$ cat config.mk
export PLATFORM = sky130hd
export DESIGN_NAME = rx_pdu_ctrl
export DESIGN_NICKNAME = d
export VERILOG_FILES = /design/src/rtl/rx_pdu_ctrl_pkg.sv /design/src/rtl/rx_pdu_buf.sv /design/src/rtl/rx_pdu_ctrl.sv
export SDC_FILE = /design/constraint.sdc
export NUM_CORES = 1
export LEC_CHECK = 0
export BUFFER_PORTS_ARGS = -buffer_cell sky130_fd_sc_hd__buf_2
export CORE_UTILIZATION = 48
export CTS_BUF_LIST = sky130_fd_sc_hd__clkbuf_4 sky130_fd_sc_hd__clkbuf_8 sky130_fd_sc_hd__clkbuf_16
export CTS_CLUSTER_SIZE = 40
export DETAILED_ROUTE_END_ITERATION = 10
export PLACE_DENSITY_LB_ADDON = 0.3
export SYNTH_ARGS = -nofsm -noshare
export SYNTH_HDL_FRONTEND = slang
export SYNTH_SLANG_ARGS = --single-unit
$ cat constraint.sdc
create_clock -name clk -period 2.55 [get_ports clk]
set_input_delay 0.1275 -clock clk [delete_from_list [all_inputs] [get_ports clk]]
set_output_delay 0.1275 -clock clk [all_outputs]
set_load 0.05 [all_outputs]
$ cat src/rtl/rx_pdu_ctrl_pkg.sv
// ---------------------------------------------------------------------------
// rx_pdu_ctrl_pkg
// Shared definitions for the RX packet-level controller:
//   - 4-bit FSM state encodings
//   - fixed packet framing sizes (header / CRC byte counts)
//   - settle time allowed for the CRC LFSR before sampling its result
//   - small state-class helpers used by the controller
// ---------------------------------------------------------------------------
package rx_pdu_ctrl_pkg;

   localparam logic [3:0] ST_IDLE    = 4'd0;
   localparam logic [3:0] ST_ARM     = 4'd1;
   localparam logic [3:0] ST_WAIT_AA = 4'd2;
   localparam logic [3:0] ST_HDR0    = 4'd3;
   localparam logic [3:0] ST_HDR1    = 4'd4;
   localparam logic [3:0] ST_PAYLOAD = 4'd5;
   localparam logic [3:0] ST_CRC     = 4'd6;
   localparam logic [3:0] ST_CHECK   = 4'd7;
   localparam logic [3:0] ST_DONE    = 4'd8;

   localparam int RX_HDR_BYTES = 2;
   localparam int RX_CRC_BYTES = 3;
   localparam int CHECK_WAIT   = 2;

   // States that pull bytes out of the RX FIFO.
   function automatic logic is_read_state(input logic [3:0] s);
      return (s == ST_HDR0) || (s == ST_HDR1) || (s == ST_PAYLOAD) || (s == ST_CRC);
   endfunction

   // States during which the timeout counter runs (WAIT_AA through CHECK).
   function automatic logic is_timed_state(input logic [3:0] s);
      return (s >= ST_WAIT_AA) && (s <= ST_CHECK);
   endfunction

endpackage

$ cat src/rtl/rx_pdu_buf.sv
// ---------------------------------------------------------------------------
// rx_pdu_buf
// Simple dual-port payload byte RAM, DEPTH x 8.
//   clk    : system clock
//   rst    : asynchronous active-high reset (read data register only)
//   we     : write strobe from the controller FSM
//   waddr  : write address
//   wdata  : write byte
//   raddr  : CPU read address
//   rdata  : registered read byte, valid one cycle after raddr
// Array contents are not reset; only the output register is.
// ---------------------------------------------------------------------------
module rx_pdu_buf #(
   parameter int DEPTH = 64,
   parameter int AW    = 6
) (
   input  logic          clk,
   input  logic          rst,
   input  logic          we,
   input  logic [AW-1:0] waddr,
   input  logic [7:0]    wdata,
   input  logic [AW-1:0] raddr,
   output logic [7:0]    rdata
);

   logic [7:0] mem [DEPTH];

   always_ff @(posedge clk) begin
      if (we) begin
         mem[waddr] <= wdata;
      end
   end

   always_ff @(posedge clk or posedge rst) begin
      if (rst) begin
         rdata <= '0;
      end else begin
         rdata <= mem[raddr];
      end
   end

endmodule

$ cat src/rtl/rx_pdu_ctrl.sv
// ---------------------------------------------------------------------------
// rx_pdu_ctrl
// Packet-level RX controller. Arms the RX path, pops bytes from the RX FIFO,
// parses the 2-byte PDU header, stores the payload into a local byte buffer,
// discards the CRC bytes, samples the CRC result and reports status.
//
// Ports:
//   clk, rst       : clock, asynchronous active-high reset
//   en             : global enable; when low the FSM and timeout counter hold
//   start, abort   : one-cycle command pulses (start has priority)
//   timeout        : cycles allowed from arming to done, 0 = unlimited
//   rx_start       : one-cycle pulse to the RX path (flush / re-arm)
//   rx_rd_en       : FIFO pop strobe
//   rx_data        : FIFO byte, valid the cycle after rx_rd_en
//   rx_empty       : FIFO empty
//   rx_aa_found    : access address detected
//   rx_crc_valid   : sticky CRC-good flag
//   buf_addr/data  : CPU read port into the payload buffer (1-cycle latency)
//   hdr, pdu_len   : captured header {byte1, byte0} and its length field
//   busy           : FSM is neither IDLE nor DONE
//   done, crc_ok,
//   to_err, ovf    : packet status, cleared by start
// ---------------------------------------------------------------------------
module rx_pdu_ctrl
   import rx_pdu_ctrl_pkg::*;
#(
   parameter int BUF_DEPTH = 64,
   parameter int BUF_AW    = 6,
   parameter int TO_W      = 24
) (
   input  logic              clk,
   input  logic              rst,
   input  logic              en,
   input  logic              start,
   input  logic              abort,
   input  logic [TO_W-1:0]   timeout,
   output logic              rx_start,
   output logic              rx_rd_en,
   input  logic [7:0]        rx_data,
   input  logic              rx_empty,
   input  logic              rx_aa_found,
   input  logic              rx_crc_valid,
   input  logic [BUF_AW-1:0] buf_addr,
   output logic [7:0]        buf_data,
   output logic [15:0]       hdr,
   output logic [7:0]        pdu_len,
   output logic              busy,
   output logic              done,
   output logic              crc_ok,
   output logic              to_err,
   output logic              ovf
);

   logic [3:0]      state_reg;
   logic [TO_W-1:0] to_cnt_reg;
   logic [7:0]      byte_cnt_reg;
   logic [1:0]      wait_cnt_reg;
   logic            pending_reg;
   logic [15:0]     hdr_reg;
   logic            done_reg;
   logic            crc_ok_reg;
   logic            to_err_reg;
   logic            ovf_reg;

   logic            cmd;
   logic            read_state;
   logic            capture;
   logic            in_range;
   logic            buf_we;
   logic            check_done;
   logic            expire;

   // Any command pulse pre-empts the datapath for this cycle.
   assign cmd        = start | abort;
   assign read_state = is_read_state(state_reg);

   // A pop is issued only when nothing is in flight, so the byte captured
   // next cycle is unambiguously the one just popped (max 1 byte / 2 cycles).
   assign rx_rd_en = en && !cmd && read_state && !pending_reg && !rx_empty;
   assign capture  = en && !cmd && read_state && pending_reg;

   // Compare in 9 bits so BUF_DEPTH=256 and byte index 255 behave correctly.
   assign in_range = ({1'b0, byte_cnt_reg} < 9'(BUF_DEPTH));
   assign buf_we   = capture && (state_reg == ST_PAYLOAD) && in_range;

   assign check_done = (state_reg == ST_CHECK) && (wait_cnt_reg == 2'(CHECK_WAIT - 1));
   // Counter is loaded with 0 for "no timeout"; it then never reaches 1.
   assign expire     = is_timed_state(state_reg) && (to_cnt_reg == TO_W'(1));

   assign rx_start = en && !cmd && (state_reg == ST_ARM);
   assign hdr      = hdr_reg;
   assign pdu_len  = hdr_reg[15:8];
   assign busy     = (state_reg != ST_IDLE) && (state_reg != ST_DONE);
   assign done     = done_reg;
   assign crc_ok   = crc_ok_reg;
   assign to_err   = to_err_reg;
   assign ovf      = ovf_reg;

   always_ff @(posedge clk or posedge rst) begin
      if (rst) begin
         state_reg    <= ST_IDLE;
         to_cnt_reg   <= '0;
         byte_cnt_reg <= '0;
         wait_cnt_reg <= '0;
         pending_reg  <= 1'b0;
         hdr_reg      <= '0;
         done_reg     <= 1'b0;
         crc_ok_reg   <= 1'b0;
         to_err_reg   <= 1'b0;
         ovf_reg      <= 1'b0;
      end else if (en) begin
         if (start) begin
            state_reg    <= ST_ARM;
            byte_cnt_reg <= '0;
            wait_cnt_reg <= '0;
            pending_reg  <= 1'b0;
            hdr_reg      <= '0;
            done_reg     <= 1'b0;
            crc_ok_reg   <= 1'b0;
            to_err_reg   <= 1'b0;
            ovf_reg      <= 1'b0;
         end else if (abort) begin
            state_reg   <= ST_IDLE;
            pending_reg <= 1'b0;
         end else begin
            pending_reg <= rx_rd_en;

            if (is_timed_state(state_reg) && (to_cnt_reg != '0)) begin
               to_cnt_reg <= to_cnt_reg - 1'b1;
            end

            // Completion outranks a timeout expiring on the same cycle.
            if (check_done) begin
               state_reg  <= ST_DONE;
               done_reg   <= 1'b1;
               crc_ok_reg <= rx_crc_valid;
            end else if (expire) begin
               state_reg   <= ST_DONE;
               done_reg    <= 1'b1;
               to_err_reg  <= 1'b1;
               crc_ok_reg  <= 1'b0;
               pending_reg <= 1'b0;
            end else begin
               case (state_reg)
                  ST_IDLE: ;
                  ST_ARM: begin
                     to_cnt_reg <= timeout;
                     state_reg  <= ST_WAIT_AA;
                  end
                  ST_WAIT_AA: begin
                     if (rx_aa_found) begin
                        state_reg <= ST_HDR0;
                     end
                  end
                  ST_HDR0: begin
                     if (capture) begin
                        hdr_reg[7:0] <= rx_data;
                        state_reg    <= ST_HDR1;
                     end
                  end
                  ST_HDR1: begin
                     if (capture) begin
                        hdr_reg[15:8] <= rx_data;
                        ovf_reg       <= ({1'b0, rx_data} > 9'(BUF_DEPTH));
                        byte_cnt_reg  <= '0;
                        state_reg     <= (rx_data == 8'd0) ? ST_CRC : ST_PAYLOAD;
                     end
                  end
                  ST_PAYLOAD: begin
                     // pdu_len >= 1 here, so pdu_len-1 cannot wrap and the
                     // counter tops out at 254 for a 255-byte payload.
                     if (capture) begin
                        if (byte_cnt_reg == (hdr_reg[15:8] - 8'd1)) begin
                           byte_cnt_reg <= '0;
                           state_reg    <= ST_CRC;
                        end else begin
                           byte_cnt_reg <= byte_cnt_reg + 8'd1;
                        end
                     end
                  end
                  ST_CRC: begin
                     if (capture) begin
                        if (byte_cnt_reg == 8'(RX_CRC_BYTES - 1)) begin
                           wait_cnt_reg <= '0;
                           state_reg    <= ST_CHECK;
                        end else begin
                           byte_cnt_reg <= byte_cnt_reg + 8'd1;
                        end
                     end
                  end
                  ST_CHECK: begin
                     wait_cnt_reg <= wait_cnt_reg + 2'd1;
                  end
                  ST_DONE: ;
                  default: begin
                     state_reg <= ST_IDLE;
                  end
               endcase
            end
         end
      end
   end

   rx_pdu_buf #(
      .DEPTH (BUF_DEPTH),
      .AW    (BUF_AW)
   ) u_buf (
      .clk   (clk),
      .rst   (rst),
      .we    (buf_we),
      .waddr (byte_cnt_reg[BUF_AW-1:0]),
      .wdata (rx_data),
      .raddr (buf_addr),
      .rdata (buf_data)
   );

endmodule

---- Yosys cells after proc, flatten, opt, wreduce, memory -nomap -nowiden ----
Memories as Yosys holds them, arrays and structs flattened. A register that Yosys moved wholly into a read port is not among the register bits.
Cells that the tools add are included.
cells by class
  bitwise logic cells ..................... 3
  magnitude comparators ................... 4
  reduce and logical (&&, ||, !) cells .... 39
  muxes and demuxes ....................... 64
  add/sub/neg operators ................... 4
  equality and inequality tests ........... 29
operators by type and width
  cell                                                           count
  two-way mux 24 bit                                             4
  two-way mux 8 bit                                              12
  two-way mux 16 bit                                             4
  two-way mux 4 bit                                              11
  inequality test 6 bit, second input constant                   5
  one-hot mux 4 bit (7 select lines)                             1
  == test 24 x 1 -> 1 bit, second input constant                 1
  one-hot mux 8 bit (3 select lines)                             1
  nonzero test 24 bit                                            1
  subtractor 24 x 1 -> 24 bit, second input constant             1
  two-way mux 1 bit                                              23
  AND reduction 9 bit                                            2
  == test 4 x 3 -> 1 bit, second input constant                  4
  two-way mux 2 bit                                              7
  logical AND 1 bit                                              13
  inequality test 3 bit, second input constant                   4
  inequality test 6 x 5 -> 1 bit, second input constant          2
  AND reduction 6 bit                                            2
  adder 8 x 1 -> 8 bit, second input constant                    1
  == test 4 x 2 -> 1 bit, second input constant                  2
  == test 8 x 2 -> 1 bit, second input constant                  1
  == test 8 bit                                                  1
  greater-than comparator 8 x 7 -> 1 bit, second input constant  1
  logical NOT 8 bit                                              1
  25 further kinds                                               38
storage, ports and cells
  RAM bits ................................ 512
  memories ................................ 1
  output and inout bits ................... 39
  bits of input ports ..................... 46
  register bits ........................... 59
  logic and storage cells ................. 155
memory list
  memory     words  width  read ports  clocked after Yosys merged registers in  wr ports  RTL line          text
  u_buf.mem  64     8      1           1                                        1         rx_pdu_buf.sv:26  logic [7:0] mem [DEPTH];

---- Logic depth before layout (Yosys ltp) ----
Gate-level depths: netlist of run 1.
  depth after elaboration ................. 12
  depth in mapped cells ................... 11
  depth with buffers taken out ............ 9

---- Modules after synthesis ----
Synthesis of run 1 repeated with hierarchy kept, for this count alone.
second synthesis, totals
  cells, all modules ...................... 1402
  area total of the unflattened synthesis .. 24200.7 µm²
by module, submodules not included
  module       times used  area an instance (µm²)  cells an instance  sequential area each (µm²)
  rx_pdu_buf   1           20121.8                 940                15574.9
  rx_pdu_ctrl  1           4078.9                  462                1476.4

---- Worst setup path before layout of run 1 ----
Ideal clock, no wire load.
  path kind ............................... register to register
  start point ............................. register state_reg[2]
  end point ............................... register pending_reg
  setup slack ............................. -0.312 ns
  setup time .............................. 0.083 ns
  arrival time ............................ 2.779 ns
  cell stages (with the launch flop) ...... 8
  period minus slack after synthesis ...... 2.862 ns
  buffers on the path ..................... 1
  required time ........................... 2.467 ns
  path through ............................ dfrtp_1 clkbuf_1 inv_1 xnor2_1 or2_2 nor4_1 nand2_1 o21ai_0
on the way
  cells in the longest elaborated chain, start to end .. 11
  elaborated cells on any way between the ends .. 20
  those cells by class .................... order compare: 2; eq/ne: 5; mux: 4; reduce/logical: 9
ends and longest elaborated chain
  element                                                                  RTL line               text
  start: declaration                                                       rx_pdu_ctrl.sv:54      logic [3:0] state_reg;
  start signal: assignment                                                 rx_pdu_ctrl.sv:166     state_reg <= (rx_data == 8'd0) ? ST_CRC : ST_PAYLOAD;
  == test 4 x 2 -> 1 bit / == test 4 x 3 -> 1 bit (equally long branches)  rx_pdu_ctrl_pkg.sv:27  return (s == ST_HDR0) || (s == ST_HDR1) || (s == ST_PAYLOAD) || (s == ST_CRC);
  logical OR 1 bit (2 in series)                                           rx_pdu_ctrl_pkg.sv:27
  logical OR 1 bit *                                                       rx_pdu_ctrl_pkg.sv:27
  logical AND 1 bit * (3 in series)                                        rx_pdu_ctrl.sv:79      assign rx_rd_en = en && !cmd && read_state && !pending_reg && !rx_empty;
  via rx_rd_en                                                             rx_pdu_ctrl.sv:38      output logic rx_rd_en,
  two-way mux 1 bit                                                        rx_pdu_ctrl.sv:137     end else if (expire) begin
  two-way mux 1 bit *                                                      rx_pdu_ctrl.sv:133     if (check_done) begin
  two-way mux 1 bit *                                                      rx_pdu_ctrl.sv:122     end else if (abort) begin
  two-way mux 1 bit *                                                      rx_pdu_ctrl.sv:112     if (start) begin
  end signal: assignment                                                   rx_pdu_ctrl.sv:126     pending_reg <= rx_rd_en;
  end: declaration                                                         rx_pdu_ctrl.sv:58      logic pending_reg;
The timed path passes the listed nets; every way through them passes the cells marked *.
A chain may end at the register's enable or synchronous reset.

---- Final worst setup path of run 1 ----
  start point ............................. register to_cnt_reg[2]
  end point ............................... register to_cnt_reg[16]
on the way
  cells in the longest elaborated chain, start to end .. 6
  elaborated cells on any way between the ends .. 9
  those cells by class .................... add/sub: 1; eq/ne: 1; mux: 4; reduce/logical: 3
ends and longest elaborated chain
  element                                                                              RTL line            text
  start: declaration                                                                   rx_pdu_ctrl.sv:55   logic [TO_W-1:0] to_cnt_reg;
  start signal: assignment                                                             rx_pdu_ctrl.sv:129  to_cnt_reg <= to_cnt_reg - 1'b1;
  start signal: assignment                                                             rx_pdu_ctrl.sv:147  to_cnt_reg <= timeout;
  parallel branches: the longest is 5 deep, another holds subtractor 24 x 1 -> 24 bit  n/a
  two-way mux 24 bit *                                                                 rx_pdu_ctrl.sv:133
Mark *: on every way between the ends.

==> flow_summary_export.csv, run 1 <==
group,metric,value,unit
outcome,outcome,"finished, violations left",
cts,cts_made_buffers,58,
cts,clk_pin_slew,0.06,ns
setup_path,crit_type,"reg -> reg",
setup_path,required,3.05,ns
drt,viasPerCell,5.83,
setup_path,critPathMaxFanout,5,
die,pin_count,85,
cts,clock_latency,0.62,ns
synthesis,syn-mean-instance-area,18.8,um2
synthesis,synth_top_flop_cell,"edfxtp_1",
timing,period_share,101,%
cts,cts.sinks,579,
synthesis,syn_nets,1318,
die,start_util,48.6,%
setup_path,cp_cell_sequence,"or4_4, buf_6, or4_4, a311oi_4, nor3b_4, a21oi_1, o22a_1",
timing,grt_setup_unrepaired,"true",
layout,largest_reg_flops,512,
setup_path,slowest_stage,"or4_4",
job,drv_cap,0,
grt,globalRoute.busiestLayer,"met2",
synthesis,synth_area,23800,um2
setup_path,cpMostUsedCell,"or4_4",
cts,clock_path_buffers,3,
grt,use_met3,3.36,%
die,die_height,225,um
grt,antenna_found_initial,2,
grt,gr-usage-met2,37.4,%
drt,drcViolationCount,0,
die,die-area,50500,um2
timing,worst_slack,-0.0142,ns
setup_path,cp-start-kind,"register",
setup_path,critPathMaxStageDelay,0.55,ns
grt,grt_pass1_wl,83800,um
timing,maxSlewHeadroom,30.7,%
drt,drt_iter0_markers,1020,
timing,setup_viol,1,
drt,first_pass_iters,5,
grt,track_usage,22.6,%
power_and_ir_drop,p_per_area,751,nW/um2
synthesis,synth_seq_cells,579,
timing,setup-tns-final,-0.0142,ns
cts,tritoncts,"built",
outcome,violations,"negative setup slack",
layout,fillers,3661,
cts,htreeDepth,2,
drt,vias,12993,
setup_path,cp.arrival,3.06,ns
setup_path,cp-end-kind,"register",
timing,clock.fmax,390,MHz
hold_path,worstHoldPathType,"in -> reg",
power_and_ir_drop,ir_drop,618,uV
place,place.gp.congestion,0.845,
layout,final_nets,1566,
place,hpwl,34500,um
synthesis,yosysSeqAreaShare,71.7,%
synthesis,yosys_warnings,0,
synthesis,synth_enable_flop_cells,512,
synthesis,netlist-cell-type-count,74,
timing,drv_slew,0,
cts,root_buffer,"clkbuf_16",
grt,overflow,0,
power_and_ir_drop,p_leak,9.69,nW
layout,fin_util,58.0,%
layout,post_route_cells_drive_above_1_share,36.2,%
power_and_ir_drop,p_total,21.3,mW
grt,use_met1,31.7,%
synthesis,async_reset_ff_share,11.6,%
drt,wl_per_cell,25.0,um
timing,finClkSkew,0.0275,ns
timing,fin_crit,2.56,ns
timing,hold_violations,0,
grt,grt_max_degree,66,
layout,syn2layout_area_growth,19.3,%
grt,grt_pass1_vias,13257,
synthesis,netlist_instances,1265,
timing,tightest_slew,1.03,ns
place,post-place-ws,-0.00693,ns
die,row_count,81,
place,port_buffers,84,
die,core-area,49000,um2
drt,routed_wl,55800,um
die,die_w,225,um
drt,drtAntennaViolNets,0,
[routing by layer]
metal / share of wire, % / routed length (um)
met3: 6.0 / 3330
met2: 50 / 27800
met4: 1.9 / 1070
met1: 42 / 23600
met5: 0 / 0
[cell usage after synthesis (3+ instances only)]
cell	count	share of area, %
o22ai_1	9	0.24
buf_2	5	0.11
a21o_1	6	0.19
nand3b_1	5	0.16
nor2b_1	16	0.42
xor2_1	4	0.15
or4_1	3	0.095
dfrtp_1	67	7.0
nor2_1	103	1.6
a21oi_1	37	0.78
ha_1	7	0.37
mux4_2	168	16
nor4_1	11	0.29
clkbuf_1	49	0.77
nand4_1	4	0.11
o2bb2ai_1	4	0.15
nor3_1	13	0.27
buf_4	9	0.28
a22oi_1	5	0.16
o31ai_1	5	0.16
o21ai_0	24	0.50
edfxtp_1	512	65
a31oi_1	4	0.11
and3_1	5	0.13
nor3_2	3	0.13
mux2i_1	4	0.17
xnor2_1	8	0.29
or3_1	8	0.21
mux2_2	16	0.76
nand2b_1	3	0.079
nand2_1	38	0.60
inv_1	21	0.33
buf_1	18	0.28
nand3_1	15	0.32
[power breakdown]
group          switching [mW]  internal (mW)  leakage (nW)
Combinational            1.21          0.809          3.30
Sequential              0.218           10.5          5.41
Clock                    3.49           5.08         0.970
Total                    4.92           16.4          9.69
[placed cells by master, fill, tap and decap left out, types with 10 or more instances in the layout]
cell type / count
edfxtp_1: 512
mux4_2: 168
buf_4: 142
nor2_1: 97
buf_2: 82
dfrtp_1: 62
clkbuf_16: 59
nand2_1: 38
a21oi_1: 37
dlygate4sd3_1: 32
o21ai_0: 23
clkbuf_4: 21
inv_1: 20
nor2b_1: 16
mux2_2: 16
nand3_1: 13
clkinv_1: 13
buf_12: 11
nor3_1: 10
[cell type report]
type | instances | area, um2 | share of cell area, %
multi-input combinational | 584 | 6430 | 22.6
inverter | 21 | 78.8 | 0.278
clock buffer | 80 | 1630 | 5.76
clock inverter | 29 | 304 | 1.07
timing repair buffer | 269 | 2040 | 7.20
sequential | 579 | 17100 | 60.1
antenna | 1 | 2.50 | 0.00882
tap | 664 | 831 | 2.93
[worst paths after layout]
path	cells past startpoint	slack, ns	startpoint	endpoint
setup / recovery	7	-0.01	to_cnt_reg[2]	to_cnt_reg[16]
hold / removal	3	0.04	start	to_err
setup reg to reg	7	-0.01	to_cnt_reg[2]	to_cnt_reg[16]
hold reg to reg	1	0.49	crc_ok	crc_ok
max in group asynchronous	4	1.50	rst	u_buf.rdata[1]
min in group asynchronous	3	0.25	rst	to_cnt_reg[13]
[through the flow]
step	std cells	hold WS, ns	area (um2)
2_1_floorplan	1265	0.226	23800
3_3_place_gp	2080	0.352	26000
3_5_place_dp	2080	0.357	26000
4_1_cts	2221	0.0107	28300
5_1_grt	2227	0.0655	28400
6_report	2227	0.0359	28400
[worst max-delay path: cells and delay by family, from the launching register on]
family	cells	cell delay (ns)
AND/OR/NAND/NOR	3	1.32
flip-flops	1	0.38
AO/OA/AOI/OAI	3	0.61
buffers and inverters	1	0.15
[timing repair]
action / 4_1_cts / 5_1_grt
setup endpoints to repair: 1 / 232
buffers inserted: 0 / 5
hold endpoints to repair: 82 / 0
hold buffers: 32 / 0
gates resized for setup: 1 / 19
pin swaps: 0 / 12
[cells by family after synthesis]
family / share of synthesized area [%]
fa+ha+maj: 0.368
simple gates: 5.30
buf+inv: 1.78
mux: 16.8
flops: 71.7
compound gates: 3.62
xor+xnor: 0.442
(Power assumes the default switching activity.)
==> run 2: changes to the inputs <==
--- a/config.mk
+++ b/config.mk
@@ -10,6 +10,7 @@
 export CTS_BUF_LIST = sky130_fd_sc_hd__clkbuf_4 sky130_fd_sc_hd__clkbuf_8 sky130_fd_sc_hd__clkbuf_16
 export CTS_CLUSTER_SIZE = 40
 export DETAILED_ROUTE_END_ITERATION = 10
+export HOLD_SLACK_MARGIN = 0.08
 export PLACE_DENSITY_LB_ADDON = 0.3
 export SYNTH_ARGS = -nofsm -noshare
 export SYNTH_HDL_FRONTEND = slang
==> flow_summary_export.csv, run 2 (same netlist as run 1, synthesis figures left out) <==
group,metric,value,unit
cts,htreeDepth,2,
timing,setup_viol,1,
job,drv_cap,0,
timing,period_share,101,%
layout,fillers,3659,
timing,clock.fmax,390,MHz
layout,final_nets,1567,
power_and_ir_drop,power.internal,16.4,mW
power_and_ir_drop,p_per_area,751,nW/um2
setup_path,critPathMaxFanout,5,
timing,fin_crit,2.56,ns
timing,hold_violations,0,
setup_path,cp-end-kind,"register",
grt,track_usage,22.6,%
setup_path,required,3.05,ns
cts,clk_pin_slew,0.06,ns
drt,vias,12995,
drt,drtAntennaViolNets,0,
timing,setup-tns-final,-0.0133,ns
power_and_ir_drop,ir_drop,620,uV
power_and_ir_drop,pwr-share-seq,50.3,%
die,die_height,225,um
place,port_buffers,84,
layout,mostFrequentLayoutCells,"edfxtp_1 (512), mux4_2 (168), buf_4 (142)",
drt,drt_iter0_markers,995,
die,start_util,48.6,%
setup_path,cp-start-kind,"register",
setup_path,cp.arrival,3.06,ns
die,core-area,49000,um2
power_and_ir_drop,power_switching_share,23.0,%
outcome,outcome,"finished, violations left",
grt,grt_pass1_wl,83900,um
layout,largest_reg_flops,512,
power_and_ir_drop,clkPwrFrac,40.2,%
drt,routed_wl,55700,um
die,row_count,81,
drt,drcViolationCount,0,
power_and_ir_drop,p_total,21.3,mW
layout,post_route_cells_drive_above_1_share,36.2,%
timing,drv_slew,0,
setup_path,crit_type,"reg -> reg",
cts,cts_made_buffers,58,
power_and_ir_drop,p_comb_share,9.4,%
power_and_ir_drop,p_leak,9.69,nW
die,die_w,225,um
timing,grt_setup_unrepaired,"true",
cts,tritoncts,"built",
timing,maxSlewHeadroom,32.7,%
place,hpwl,34500,um
grt,grt_max_degree,66,
layout,syn2layout_area_growth,19.3,%
grt,overflow,0,
cts,cts.sinks,579,
outcome,violations,"negative setup slack",
layout,final_common_cell,"edfxtp_1",
power_and_ir_drop,p_sw,4.91,mW
hold_path,worstHoldPathType,"in -> reg",
die,die-area,50500,um2
timing,tightest_slew,1.00,ns
timing,worst_slack,-0.0133,ns
cts,clock_latency,0.62,ns
drt,first_pass_iters,5,
place,place.gp.congestion,0.845,
drt,wl_per_cell,25.0,um
cts,root_buffer,"clkbuf_16",
grt,antenna_found_initial,2,
cts,clock_path_buffers,3,
die,pin_count,85,
drt,viasPerCell,5.83,
layout,fin_util,58.0,%
grt,grt_pass1_vias,13267,
timing,finClkSkew,0.0242,ns
-- run 2: cell types whose count changed in the layout (fill, tap and decap cells not counted), sizes merged --
| cell | change |
|---|---|
| dlygate4sd3 | +1 |
-- run 2: layout make-up --
cell class	count	area, um2	area share [%]
Multi-Input combinational cell	584	6430	22.6
Inverter	21	78.8	0.278
Sequential cell	579	17100	60.1
Clock buffer	80	1630	5.76
Timing Repair Buffer	270	2050	7.23
Clock inverter	29	304	1.07
Antenna cell	1	2.50	0.00882
Tap cell	664	831	2.93
-- run 2: power by group through the flow --
stage	combinational (mW)	clock [mW]	sequential, mW
detailed placement	1.95	0	10.9
global route	2.16	9.04	10.8
finish	2.01	8.58	10.7
floorplan	1.07	0	11.1
global placement	1.91	0	10.9
CTS	1.99	8.71	10.7
-- run 2: repair_timing --
| item | 4_1_cts | 5_1_grt |
|---|---|---|
| hold buffers | 33 | 0 |
| pin swaps | 0 | 12 |
| endpoints found under the setup margin | 1 | 232 |
| endpoints found under the hold margin | 84 | 0 |
| buffers inserted | 0 | 5 |
| gates resized for setup | 1 | 19 |
-- run 2: final timing paths --
kind / from / endpoint / slack, ns / cells past startpoint
min in group asynchronous: rst / to_cnt_reg[13] / 0.25 / 3
worst max register to register: to_cnt_reg[2] / to_cnt_reg[16] / -0.01 / 7
worst max-delay path: to_cnt_reg[2] / to_cnt_reg[16] / -0.01 / 7
max in group asynchronous: rst / u_buf.rdata[1] / 1.50 / 4
worst min-delay path: rx_data[1] / ovf / 0.08 / 5
worst min register to register: ovf / ovf / 0.49 / 2
-- run 2: metal layers --
metal | up-vias | global-route usage [%] | wire, um
li1 | 5632 | - | -
met1 | 6861 | 31.6 | 23600
met2 | 435 | 37.4 | 27900
met3 | 67 | 3.36 | 3110
met4 | 0 | 6.17 | 1080
met5 | - | 0 | 0
-- run 2: per-stage QoR --
step	cells	setup WS [ns]	area (um2)	hold slack, ns
after detailed placement	2080	-0.00693	26000	0.357
after global placement	2080	0.0447	26000	0.352
after floorplan	1265	-0.0590	23800	0.226
after CTS	2222	0.00132	28300	0.0821
final	2228	-0.0133	28400	0.0774
after global routing	2228	-0.0911	28400	0.109
-- run 2: worst max-delay path, cell delays in order, from the launching register on --
cell and delay, ns:
dfrtp_1 0.38, or4_4 0.55, buf_6 0.14, or4_4 0.46, a311oi_4 0.31, nor3b_4 0.31
a21oi_1 0.10, o22a_1 0.20
